**src/rtl/bus_dma_master_pkg.sv**
```systemverilog
// Shared definitions for the block-copy DMA master.
// Contents: bus geometry (ADDR_W, DATA_W, LEN_W), sized constants, the bus
// direction encoding and the FSM state encoding.
package bus_dma_master_pkg;

  localparam int ADDR_W = 16;  // bus address width
  localparam int DATA_W = 64;  // bus data width
  localparam int LEN_W  = 8;   // transfer length counter width

  localparam logic BUS_RD = 1'b0;
  localparam logic BUS_WR = 1'b1;

  localparam logic [ADDR_W-1:0] ADDR_ZERO = {ADDR_W{1'b0}};
  localparam logic [ADDR_W-1:0] ADDR_ONE  = {{(ADDR_W-1){1'b0}}, 1'b1};
  localparam logic [DATA_W-1:0] DATA_ZERO = {DATA_W{1'b0}};
  localparam logic [LEN_W-1:0]  LEN_ZERO  = {LEN_W{1'b0}};
  localparam logic [LEN_W-1:0]  LEN_ONE   = {{(LEN_W-1){1'b0}}, 1'b1};

  typedef enum logic [2:0] {
    ST_IDLE    = 3'd0,
    ST_REQ     = 3'd1,
    ST_RD_ADDR = 3'd2,
    ST_RD_DATA = 3'd3,
    ST_WR      = 3'd4,
    ST_DONE    = 3'd5
  } dma_state_e;

endpackage

```
**src/rtl/bus_dma_master_if.sv**
```systemverilog
// System bus master port bundle.
//   m_req   master -> arbiter  bus request
//   m_wr    master -> slave    1 = write, 0 = read
//   m_addr  master -> slave    word address
//   m_dout  master -> slave    write data
//   m_grant arbiter -> master  bus grant
//   m_din   slave  -> master   read data, valid the cycle after a read address
interface bus_dma_master_if;
  import bus_dma_master_pkg::*;

  logic              m_req;
  logic              m_wr;
  logic [ADDR_W-1:0] m_addr;
  logic [DATA_W-1:0] m_dout;
  logic              m_grant;
  logic [DATA_W-1:0] m_din;

  modport master (
    output m_req, m_wr, m_addr, m_dout,
    input  m_grant, m_din
  );

  modport slave (
    input  m_req, m_wr, m_addr, m_dout,
    output m_grant, m_din
  );

endinterface

```
**src/rtl/bus_dma_master_addr_counter.sv**
```systemverilog
// Loadable word-address incrementer used for the source and destination
// pointers. Wraps modulo 2^ADDR_W.
// Ports:
//   clk_i, reset_i  clock and synchronous active-high reset
//   load_i          load load_val_i (has priority over en_i)
//   en_i            advance by one word
//   load_val_i      value to load
//   cnt_nxt_o       value the pointer holds after the coming edge; lets the
//                   owner register a bus address that lines up with the pointer
module bus_dma_master_addr_counter
  import bus_dma_master_pkg::*;
(
  input  logic              clk_i,
  input  logic              reset_i,
  input  logic              load_i,
  input  logic              en_i,
  input  logic [ADDR_W-1:0] load_val_i,
  output logic [ADDR_W-1:0] cnt_nxt_o
);

  logic [ADDR_W-1:0] cnt_q;
  logic [ADDR_W-1:0] cnt_d;

  // Next pointer value: load, increment with natural wrap, or hold
  always_comb begin
    if (load_i) begin
      cnt_d = load_val_i;
    end else if (en_i) begin
      cnt_d = cnt_q + ADDR_ONE;
    end else begin
      cnt_d = cnt_q;
    end
  end

  // Pointer register
  always_ff @(posedge clk_i) begin
    if (reset_i) begin
      cnt_q <= ADDR_ZERO;
    end else begin
      cnt_q <= cnt_d;
    end
  end

  assign cnt_nxt_o = cnt_d;

endmodule

```
**src/rtl/bus_dma_master.sv**
```systemverilog
// Single-channel block-copy engine, sole master on the 64-bit system bus.
// On start it requests the bus, waits for grant, then copies length words from
// src_addr to dst_addr as read-address / read-capture / write triplets.
// Ports:
//   clk_i, reset_i  clock and synchronous active-high reset
//   start_i         1-cycle start pulse, honoured only when idle
//   src_addr_i      first source word address
//   dst_addr_i      first destination word address
//   length_i        number of words to copy (0 completes immediately)
//   bus             master side of the system bus
//   busy_o          transfer in progress
//   done_o          1-cycle completion pulse
// All outputs are registers loaded from the next state, so they describe the
// state the FSM is in during the same cycle.
module bus_dma_master
  import bus_dma_master_pkg::*;
(
  input  logic              clk_i,
  input  logic              reset_i,
  input  logic              start_i,
  input  logic [ADDR_W-1:0] src_addr_i,
  input  logic [ADDR_W-1:0] dst_addr_i,
  input  logic [LEN_W-1:0]  length_i,
  bus_dma_master_if.master  bus,
  output logic              busy_o,
  output logic              done_o
);

  dma_state_e        state_q, state_d;
  logic [LEN_W-1:0]  remaining_q, remaining_d;
  logic              load_s;
  logic              adv_s;
  logic [ADDR_W-1:0] src_nxt_s;
  logic [ADDR_W-1:0] dst_nxt_s;

  logic              m_req_q, m_req_d;
  logic              m_wr_q, m_wr_d;
  logic [ADDR_W-1:0] m_addr_q, m_addr_d;
  logic [DATA_W-1:0] m_dout_q, m_dout_d;
  logic              busy_q, busy_d;
  logic              done_q, done_d;

  assign load_s = (state_q == ST_IDLE) && start_i;
  // A word only completes when its write cycle is granted.
  assign adv_s  = (state_q == ST_WR) && bus.m_grant;

  bus_dma_master_addr_counter u_src_ptr (
    .clk_i      (clk_i),
    .reset_i    (reset_i),
    .load_i     (load_s),
    .en_i       (adv_s),
    .load_val_i (src_addr_i),
    .cnt_nxt_o  (src_nxt_s)
  );

  bus_dma_master_addr_counter u_dst_ptr (
    .clk_i      (clk_i),
    .reset_i    (reset_i),
    .load_i     (load_s),
    .en_i       (adv_s),
    .load_val_i (dst_addr_i),
    .cnt_nxt_o  (dst_nxt_s)
  );

  // Words still to copy
  always_comb begin
    if (load_s) begin
      remaining_d = length_i;
    end else if (adv_s) begin
      remaining_d = remaining_q - LEN_ONE;
    end else begin
      remaining_d = remaining_q;
    end
  end

  // State, counter and output registers
  always_ff @(posedge clk_i) begin
    if (reset_i) begin
      state_q     <= ST_IDLE;
      remaining_q <= LEN_ZERO;
      m_req_q     <= 1'b0;
      m_wr_q      <= BUS_RD;
      m_addr_q    <= ADDR_ZERO;
      m_dout_q    <= DATA_ZERO;
      busy_q      <= 1'b0;
      done_q      <= 1'b0;
    end else begin
      state_q     <= state_d;
      remaining_q <= remaining_d;
      m_req_q     <= m_req_d;
      m_wr_q      <= m_wr_d;
      m_addr_q    <= m_addr_d;
      m_dout_q    <= m_dout_d;
      busy_q      <= busy_d;
      done_q      <= done_d;
    end
  end

  // Next-state logic; without grant the bus phases stall, and an ungranted
  // capture cycle replays the read address
  always_comb begin
    state_d = state_q;
    case (state_q)
      ST_IDLE: begin
        if (start_i) begin
          state_d = (length_i == LEN_ZERO) ? ST_DONE : ST_REQ;
        end else begin
          state_d = ST_IDLE;
        end
      end
      ST_REQ: begin
        state_d = bus.m_grant ? ST_RD_ADDR : ST_REQ;
      end
      ST_RD_ADDR: begin
        state_d = bus.m_grant ? ST_RD_DATA : ST_RD_ADDR;
      end
      ST_RD_DATA: begin
        state_d = bus.m_grant ? ST_WR : ST_RD_ADDR;
      end
      ST_WR: begin
        if (bus.m_grant) begin
          state_d = (remaining_q == LEN_ONE) ? ST_DONE : ST_RD_ADDR;
        end else begin
          state_d = ST_WR;
        end
      end
      ST_DONE: begin
        state_d = ST_IDLE;
      end
      default: begin
        state_d = ST_IDLE;
      end
    endcase
  end

  // Output values for the state being entered. m_dout doubles as the data
  // register: it takes m_din on the granted capture cycle and holds otherwise.
  always_comb begin
    m_req_d  = 1'b0;
    m_wr_d   = BUS_RD;
    m_addr_d = m_addr_q;
    m_dout_d = m_dout_q;
    busy_d   = 1'b0;
    done_d   = 1'b0;
    case (state_d)
      ST_IDLE: begin
        m_req_d = 1'b0;
      end
      ST_REQ: begin
        m_req_d = 1'b1;
        busy_d  = 1'b1;
      end
      ST_RD_ADDR, ST_RD_DATA: begin
        m_req_d  = 1'b1;
        busy_d   = 1'b1;
        m_addr_d = src_nxt_s;
      end
      ST_WR: begin
        m_req_d  = 1'b1;
        busy_d   = 1'b1;
        m_wr_d   = BUS_WR;
        m_addr_d = dst_nxt_s;
        if (state_q == ST_RD_DATA) begin
          m_dout_d = bus.m_din;
        end else begin
          m_dout_d = m_dout_q;
        end
      end
      ST_DONE: begin
        done_d = 1'b1;
      end
      default: begin
        m_req_d = 1'b0;
      end
    endcase
  end

  assign bus.m_req  = m_req_q;
  assign bus.m_wr   = m_wr_q;
  assign bus.m_addr = m_addr_q;
  assign bus.m_dout = m_dout_q;
  assign busy_o     = busy_q;
  assign done_o     = done_q;

endmodule

```
**src/flat_wrapper.sv**
```systemverilog
// flat-port wrapper written by rule: the top's interface ports become plain ports
module bus_dma_master_flat import bus_dma_master_pkg::*;
  (clk_i, reset_i, start_i, src_addr_i, dst_addr_i, length_i, busy_o, done_o, bus_m_req, bus_m_wr, bus_m_addr, bus_m_dout, bus_m_grant, bus_m_din);
  bus_dma_master_if bus_i ();
  input  logic clk_i;
  input  logic reset_i;
  input  logic start_i;
  input  logic [ADDR_W-1:0] src_addr_i;
  input  logic [ADDR_W-1:0] dst_addr_i;
  input  logic [LEN_W-1:0] length_i;
  output logic busy_o;
  output logic done_o;
  output wire logic [$bits(bus_i.m_req)-1:0] bus_m_req;
  output wire logic [$bits(bus_i.m_wr)-1:0] bus_m_wr;
  output wire logic [$bits(bus_i.m_addr)-1:0] bus_m_addr;
  output wire logic [$bits(bus_i.m_dout)-1:0] bus_m_dout;
  input wire logic [$bits(bus_i.m_grant)-1:0] bus_m_grant;
  input wire logic [$bits(bus_i.m_din)-1:0] bus_m_din;
  assign bus_m_req = bus_i.m_req;
  assign bus_m_wr = bus_i.m_wr;
  assign bus_m_addr = bus_i.m_addr;
  assign bus_m_dout = bus_i.m_dout;
  assign bus_i.m_grant = bus_m_grant;
  assign bus_i.m_din = bus_m_din;
  bus_dma_master u_core (.clk_i(clk_i), .reset_i(reset_i), .start_i(start_i), .src_addr_i(src_addr_i), .dst_addr_i(dst_addr_i), .length_i(length_i), .bus(bus_i), .busy_o(busy_o), .done_o(done_o));
endmodule
```
**config.mk**
```make
export PLATFORM = sky130hd
export DESIGN_NAME = bus_dma_master_flat
export DESIGN_NICKNAME = d
export VERILOG_FILES = /design/src/rtl/bus_dma_master_pkg.sv /design/src/rtl/bus_dma_master_if.sv /design/src/rtl/bus_dma_master_addr_counter.sv /design/src/rtl/bus_dma_master.sv /design/src/flat_wrapper.sv
export SDC_FILE = /design/constraint.sdc
export NUM_CORES = 1
export LEC_CHECK = 0
export ABC_AREA = 1
export BUFFER_PORTS_ARGS = -buffer_cell sky130_fd_sc_hd__buf_2
export CORE_ASPECT_RATIO = 0.75
export CORE_MARGIN = 4
export CORE_UTILIZATION = 40
export DETAILED_ROUTE_END_ITERATION = 10
export PLACE_DENSITY = 0.68
export RECOVER_POWER = 50
export SYNTH_ARGS = -nofsm -noshare
export SYNTH_HDL_FRONTEND = slang
export SYNTH_HIERARCHICAL = 1
export SYNTH_SLANG_ARGS = --single-unit
export TNS_END_PERCENT = 100
```
**constraint.sdc**
```tcl
create_clock -name clk_i -period 1.65 [get_ports clk_i]
set_input_delay 0.165 -clock clk_i [delete_from_list [all_inputs] [get_ports clk_i]]
set_output_delay 0.165 -clock clk_i [all_outputs]
set_load 0.01 [all_outputs]
```
---- Word-level counts from Yosys, hierarchy flattened ----
Cells that the tools add are included.
word-level totals
  register bits ........................... 126
  output and inout bits ................... 84
  word-level logic and storage cells ...... 49
  input bits .............................. 108
cells by class
  equality and inequality tests ........... 10
  reductions and logical operators ........ 9
  mux-type cells .......................... 18
  add/sub/neg operators ................... 3
operators with widths
  operator               count
  $mux 16                4
  $add 16x1->16 const B  2
  $pmux 16 s2            1
  $mux 8                 2
  $mux 3                 5
  $pmux 3 s5             1
  $eq 3x2->1 const B     4
  $eq 3x3->1 const B     3
  $eq 8x1->1 const B     1
  $logic_not 8->1        1
  $sub 8x1->8 const B    1
  $eq 3x1->1 const B     2
  $mux 1                 4
  $reduce_bool 2->1      2
  $reduce_or 4->1        1
  $logic_not 3->1        1
  $logic_and 1x1->1      2
  $mux 2                 1
  $reduce_and 2->1       1
  $reduce_or 2->1        1

---- Logic depth before layout (Yosys ltp) ----
  word-level depth ........................ 7
  depth in mapped cells ................... 15
  mapped depth without buffers ............ 14

---- Hierarchy ----
The synthesis kept the hierarchy.
modules (own cells, without submodules)
  module                       cells an instance  sequential area each (um2)  times used  area an instance (um2)
  bus_dma_master               538                1881.8                      1           3893.7
  bus_dma_master_addr_counter  157                320.3                       2           1049.8

---- Worst setup path before layout ----
No wires, ideal clock.
  kind .................................... register to register
  from .................................... reg u_core.state_q[1]
  to ...................................... reg u_core.m_addr_q[9] (netlist: u_core/bus.m_addr[9])
  setup time .............................. 71 ps
  path slack .............................. -173 ps
  clock period less this slack ............ 1823 ps
  cell stages (with the launch flop) ...... 13
  data arrival time ....................... 1753 ps
  buffers on the path ..................... 3
  data required time ...................... 1579 ps
  cell sequence ........................... dfxtp_1 nor2_2 nand3_2 inv_2 buf_2 buf_2 clkbuf_1 nand2_1 nand2_1 inv_1 nand3_1 nand2_1 a21oi_1
between the ends
  elaborated cells between the ends (all ways) .. 18
  those cells by class .................... eq/ne: 7; mux: 6; reduce/logical: 5
RTL lines
  element                  line                               RTL
  from (decl)              bus_dma_master.sv:29               dma_state_e state_q, state_d;
  from (signal assigned)   bus_dma_master.sv:88               state_q <= state_d;
  $logic_not 3->1          bus_dma_master.sv:43               assign load_s = (state_q == ST_IDLE) && start_i;
  $logic_and 1x1->1        bus_dma_master.sv:43
  net u_core.load_s        bus_dma_master.sv:31               logic load_s;
  $mux 16                  bus_dma_master_addr_counter.sv:26  if (load_i) begin
  net u_core.dst_nxt_s[9]  bus_dma_master.sv:34               logic [ADDR_W-1:0] dst_nxt_s;
  $pmux 16 s2              bus_dma_master.sv:145              case (state_d)
  to (signal assigned)     bus_dma_master.sv:92               m_addr_q <= m_addr_d;
  to (decl)                bus_dma_master.sv:38               logic [ADDR_W-1:0] m_addr_q, m_addr_d;
The timed path passes the listed nets, and every way through them passes these cells.
A chain may end at the register's enable or synchronous reset.

---- Worst setup path in the final report ----
  from .................................... reg u_core.state_q[1]
  to ...................................... reg u_core.m_addr_q[2] (netlist: u_core/bus.m_addr[2])
between the ends
  longest elaborated chain between the ends .. 5
  elaborated cells between the ends (all ways) .. 18
  those cells by class .................... eq/ne: 7; mux: 6; reduce/logical: 5
ends and longest elaborated chain
  element                  line                               RTL
  $eq 3x3->1               bus_dma_master.sv:45               assign adv_s = (state_q == ST_WR) && bus.m_grant;
  $logic_and 1x1->1        bus_dma_master.sv:45
  $mux 16                  bus_dma_master_addr_counter.sv:28  end else if (en_i) begin
  $mux 16 *                bus_dma_master_addr_counter.sv:26
  net u_core.src_nxt_s[2]  bus_dma_master.sv:33               logic [ADDR_W-1:0] src_nxt_s;
  $pmux 16 s2 *            bus_dma_master.sv:145
The timed path passes the listed nets; every way through them passes the cells marked *.

==> impl_results.html <==
<table>
<tr><th>Metric</th><th>Value</th></tr>
<tr><th colspan="2">Synth</th></tr>
<tr><td>#FFs+latches synth</td><td>roughly 130</td></tr>
<tr><td>Simple-gate area share of the yosys netlist</td><td>0.343</td></tr>
<tr><td>Combinational family with the most area after synthesis</td><td>simple AND/OR/NAND/NOR gates</td></tr>
<tr><td>Post-synthesis adder-cell area fraction</td><td>0.00835</td></tr>
<tr><td>Synthesized area per cell</td><td>7.03 sq um</td></tr>
<tr><td>Count of yosys warnings during synthesis</td><td>6</td></tr>
<tr><td>Sequential element share of the synthesized area</td><td>0.421</td></tr>
<tr><td>Post-synth net total</td><td>964</td></tr>
<tr><td>Netlist Area Pre-Place</td><td>around 0.006 sq mm</td></tr>
<tr><td>Post-synthesis compound-gate area fraction</td><td>0.135</td></tr>
<tr><td>Mux cell area share after synthesis</td><td>0</td></tr>
<tr><td>Library cells used by synthesis</td><td>39</td></tr>
<tr><td>Mapped Cells</td><td>852</td></tr>
<tr><td>Xor/xnor share of the synthesized area</td><td>0.0146</td></tr>
<tr><th colspan="2">Clock network</th></tr>
<tr><td>Number of CTS-inserted buffers</td><td>17</td></tr>
<tr><td>Number of H-tree levels</td><td>4</td></tr>
<tr><td>Clock tree from TritonCTS</td><td>built</td></tr>
<tr><td>TritonCTS sink count</td><td>126</td></tr>
<tr><td>Root buf cell</td><td>sky130_fd_sc_hd__clkbuf_16</td></tr>
<tr><td>Clock-pin slew reported for the worst setup and hold paths after clock tree synthesis</td><td>around 60 ps</td></tr>
<tr><td>Buffer levels on the longest clock path</td><td>2</td></tr>
<tr><td>Clock network latency to the later pin of the worst-skew pair</td><td>410 ps</td></tr>
<tr><th colspan="2">Finish</th></tr>
<tr><td>Final #Nets</td><td>about 1300</td></tr>
<tr><td>Post-layout utilization of the core</td><td>0.676</td></tr>
<tr><td>Sequential standard cell area</td><td>0.00253 sq mm</td></tr>
<tr><td>Multi-input gate area</td><td>around 0.0035 sq mm</td></tr>
<tr><td>Layout Cells excl Fill</td><td>~1400</td></tr>
<tr><td>Area grow syn2layout</td><td>64.1%</td></tr>
<tr><td>Antenna cell count</td><td>0</td></tr>
<tr><td>Number of filler cells placed in the layout</td><td>1250</td></tr>
<tr><td>Fraction of layout instances using a drive strength above 1</td><td>0.367</td></tr>
<tr><th colspan="2">Placement</th></tr>
<tr><td>Routability congestion estimate</td><td>0.855</td></tr>
<tr><td>Worst slack at placement</td><td>-176 ps</td></tr>
<tr><td>Final HPWL from detailed placement</td><td>~13000 microns</td></tr>
<tr><td>Post-placement cell count</td><td>1261</td></tr>
<tr><td>Number of port buffers</td><td>191</td></tr>
<tr><th colspan="2">Worst setup path</th></tr>
<tr><td>Endpoint required time on the critical path</td><td>approximately 1900 ps</td></tr>
<tr><td>CP Launch Type</td><td>flop</td></tr>
<tr><td>Nature of the critical path endpoint</td><td>flop</td></tr>
<tr><td>Data arrival at the endpoint of the critical path</td><td>2160 ps</td></tr>
<tr><td>Flop2flop setup slack</td><td>-210 ps</td></tr>
<tr><td>Class of the most critical setup path</td><td>flop to flop</td></tr>
<tr><td>Highest fanout seen on the critical path</td><td>6</td></tr>
<tr><th colspan="2">Die</th></tr>
<tr><td>IO Pins</td><td>roughly 190</td></tr>
<tr><td>Horizontal die dimension</td><td>149 microns</td></tr>
<tr><td>Floorplan core area</td><td>0.0145 sq mm</td></tr>
<tr><td>Die height</td><td>114 microns</td></tr>
<tr><td>Number of standard-cell rows in the floorplan</td><td>38</td></tr>
<tr><td>Die area</td><td>0.0170 sq mm</td></tr>
<tr><td>Effective utilization at floorplan</td><td>0.412</td></tr>
<tr><th colspan="2">STA</th></tr>
<tr><td>Accumulated negative setup slack</td><td>-3010 ps</td></tr>
<tr><td>Max Freq</td><td>536 MHz</td></tr>
<tr><td>Total count of hold-check failures in the final report</td><td>0</td></tr>
<tr><td>Final worst hold slack</td><td>12.7 ps</td></tr>
<tr><td>Setup violators final</td><td>23</td></tr>
<tr><td>Rel. slew slack</td><td>0.703</td></tr>
<tr><td>Unrepaired setup endpoints after global routing</td><td>true</td></tr>
<tr><td>Number of pins with negative max-slew slack in the final report</td><td>0</td></tr>
<tr><td>Worst clock skew</td><td>11.5 ps</td></tr>
<tr><td>Period utilization</td><td>1.13</td></tr>
<tr><td>Min Tclk post-route</td><td>1860 ps</td></tr>
<tr><td>Least-Margin Pin Slew</td><td>roughly 440 ps</td></tr>
<tr><td>Final setup slack of the worst path</td><td>-214 ps</td></tr>
<tr><th colspan="2">Pwr</th></tr>
<tr><td>Pwr Density</td><td>882 mW/mm^2</td></tr>
<tr><td>Leakage power summed over all cells</td><td>4.52 nW</td></tr>
<tr><td>Maximum vdd drop</td><td>0.000807 V</td></tr>
<tr><th colspan="2">Drt</th></tr>
<tr><td>Vias</td><td>6809</td></tr>
<tr><td>Total detailed-routing wirelength</td><td>21300 microns</td></tr>
<tr><td>Number of DRC markers after the initial detailed-route iteration</td><td>approximately 540</td></tr>
<tr><td>Wirelength per Cell</td><td>15.3 microns</td></tr>
<tr><td>Post-route DRC violation count</td><td>0</td></tr>
<tr><td>Number of vias per cell</td><td>slightly below 5</td></tr>
<tr><td>Pre-Repair DR Iteration Count</td><td>5</td></tr>
<tr><td>Post-route ant nets</td><td>0</td></tr>
<tr><th colspan="2">Run</th></tr>
<tr><td>Max Cap Viol</td><td>0</td></tr>
<tr><th colspan="2">Global route</th></tr>
<tr><td>Maximum number of pins on one net before global-route repair</td><td>67</td></tr>
<tr><td>Global-route wire length before repair</td><td>30600 microns</td></tr>
<tr><td>Aggregate global routing overflow</td><td>0</td></tr>
<tr><td>Initial antenna violation count</td><td>0</td></tr>
<tr><td>Number of global-route vias before repair</td><td>6049</td></tr>
<tr><td>Global-route usage over all layers</td><td>0.222</td></tr>
<tr><th colspan="2">Min path</th></tr>
<tr><td>Worst min path class</td><td>input port to flop</td></tr>
<tr><th colspan="2">Outcome</th></tr>
<tr><td>Violations in the final reports</td><td>setup timing</td></tr>
<tr><td>Status</td><td>finished with violations</td></tr>
</table>
==> per-stage QoR <==
| stage | power, mW | cell area (sq um) |
|---|---|---|
| 3_5_place_dp | 4.66 | 7590 |
| 3_3_place_gp | 4.65 | 7590 |
| 6_report | 8.67 | 9830 |
| 4_1_cts | 8.40 | 8880 |
| 2_1_floorplan | 4.10 | 6050 |
| 5_1_grt | 9.06 | 9830 |
==> placed cells by master (no fill, tap or decap), types with 6 or more instances in the layout <==
cell	Yosys	final
sky130_fd_sc_hd__o21ai_0	68	65
sky130_fd_sc_hd__dfxtp_1	126	123
sky130_fd_sc_hd__a21oi_2	3	18
sky130_fd_sc_hd__nand2_2	8	22
sky130_fd_sc_hd__a31oi_1	7	6
sky130_fd_sc_hd__buf_4	4	43
sky130_fd_sc_hd__a21oi_1	47	32
sky130_fd_sc_hd__inv_8	0	6
sky130_fd_sc_hd__o21ai_2	4	6
sky130_fd_sc_hd__buf_12	0	14
sky130_fd_sc_hd__nand3_4	0	8
sky130_fd_sc_hd__dlygate4sd3_1	0	59
sky130_fd_sc_hd__buf_6	4	30
sky130_fd_sc_hd__nor2_4	2	13
sky130_fd_sc_hd__nand4_1	13	13
sky130_fd_sc_hd__o21ai_1	6	6
sky130_fd_sc_hd__clkbuf_1	26	54
sky130_fd_sc_hd__nor2_2	8	41
sky130_fd_sc_hd__nand3_1	64	45
sky130_fd_sc_hd__nand3_2	8	19
sky130_fd_sc_hd__inv_2	7	10
sky130_fd_sc_hd__nand2_1	171	154
sky130_fd_sc_hd__buf_2	9	137
sky130_fd_sc_hd__clkbuf_16	0	24
sky130_fd_sc_hd__nor2_1	161	117
sky130_fd_sc_hd__inv_6	0	10
sky130_fd_sc_hd__inv_1	60	51
==> logic make-up after synthesis <==
logic type                 Yosys count
AOI/OAI and AO/OA                  147
adders and majority gates            4
buffers and inverters              110
and+or+nand+nor                    455
xor gates and xnor gates            10
DFF                                126
==> flip-flops by register name, indices dropped and copies added, names as in the netlist <==
name                    flops
u_core/done_o               1
u_core/u_src_ptr/cnt_q     16
u_core/u_dst_ptr/cnt_q     16
u_core/bus.m_wr             1
u_core/busy_o               1
u_core/state_q              3
u_core/bus.m_dout          64
u_core/remaining_q          8
u_core/bus.m_addr          16
==> worst max-delay path, stage by stage, from the launching register on <==
cell	delay, ps
sky130_fd_sc_hd__dfxtp_2	320
sky130_fd_sc_hd__buf_4	130
sky130_fd_sc_hd__buf_6	120
sky130_fd_sc_hd__nor2_4	130
sky130_fd_sc_hd__nand3_4	120
sky130_fd_sc_hd__inv_8	100
sky130_fd_sc_hd__clkinvlp_4	180
sky130_fd_sc_hd__buf_6	190
sky130_fd_sc_hd__nand3b_1	130
sky130_fd_sc_hd__nand2_1	80
sky130_fd_sc_hd__nand2_1	70
sky130_fd_sc_hd__nand2_1	60
sky130_fd_sc_hd__nand2_2	70
sky130_fd_sc_hd__a21oi_2	40
==> cells in the mapped netlist (all sizes together) <==
| library cell | n | share of area |
|---|---|---|
| nand2 | 183 | 0.12 |
| nor2 | 173 | 0.12 |
| dfxtp | 126 | 0.42 |
| o21ai | 78 | 0.068 |
| nand3 | 72 | 0.067 |
| inv | 67 | 0.042 |
| a21oi | 50 | 0.044 |
| clkbuf | 26 | 0.016 |
| buf | 17 | 0.020 |
| nand4 | 13 | 0.014 |
| a31oi | 7 | 0.0073 |
| xor2 | 6 | 0.0088 |
| ha | 4 | 0.0084 |
| nand3b | 4 | 0.0050 |
| nor3 | 4 | 0.0079 |
| o21bai | 4 | 0.0063 |
| or2 | 4 | 0.0042 |
| xnor2 | 4 | 0.0058 |
| o211ai | 3 | 0.0038 |
| a21o | 2 | 0.0025 |
| and2b | 2 | 0.0025 |
| a221oi | 1 | 0.0015 |
| a22o | 1 | 0.0015 |
| o31ai | 1 | 0.0013 |
==> path summary, 6_finish.rpt <==
| path | cells past startpoint | to | startpoint |
|---|---|---|---|
| worst max-delay path | 13 | u_core/bus.m_addr[2] | u_core/state_q[1] |
| worst min-delay path | 3 | u_core/bus.m_dout[48] | bus_m_din[48] |
| worst max register to register | 13 | u_core/bus.m_addr[2] | u_core/state_q[1] |
| worst min register to register | 2 | u_core/bus.m_addr[13] | u_core/bus.m_addr[13] |
==> layer usage <==
| layer | GRT usage | vias to the layer above | routed length, microns |
|---|---|---|---|
| li1 | - | 3412 | - |
| met1 | 0.318 | 3103 | 9350 |
| met2 | 0.338 | 252 | 10100 |
| met3 | 0.0449 | 42 | 1340 |
| met4 | 0.0701 | 0 | 494 |
| met5 | 0 | - | 0 |
==> what timing repair did <==
action,CTS,global route
pin swaps,8,51
hold buffers,59,0
endpoints found under the hold margin,59,0
resized for setup,18,176
setup endpoints to repair,26,108
buffers inserted,7,20
gates cloned,0,12
==> final cells by class <==
type,count,share of cell area
clock inverter,15,0.0139
timing repair buffer,349,0.272
inverter,67,0.0290
multi-input combinational,616,0.360
tap,200,0.0254
sequential,126,0.257
clock buffer,17,0.0433
==> report_power, final <==
group	switching [mW]	total, mW	internal (mW)
Clock	1.59	3.59	2.00
Sequential	0.129	3.33	3.20
Combinational	0.935	1.75	0.815
(Power assumes the default switching activity.)
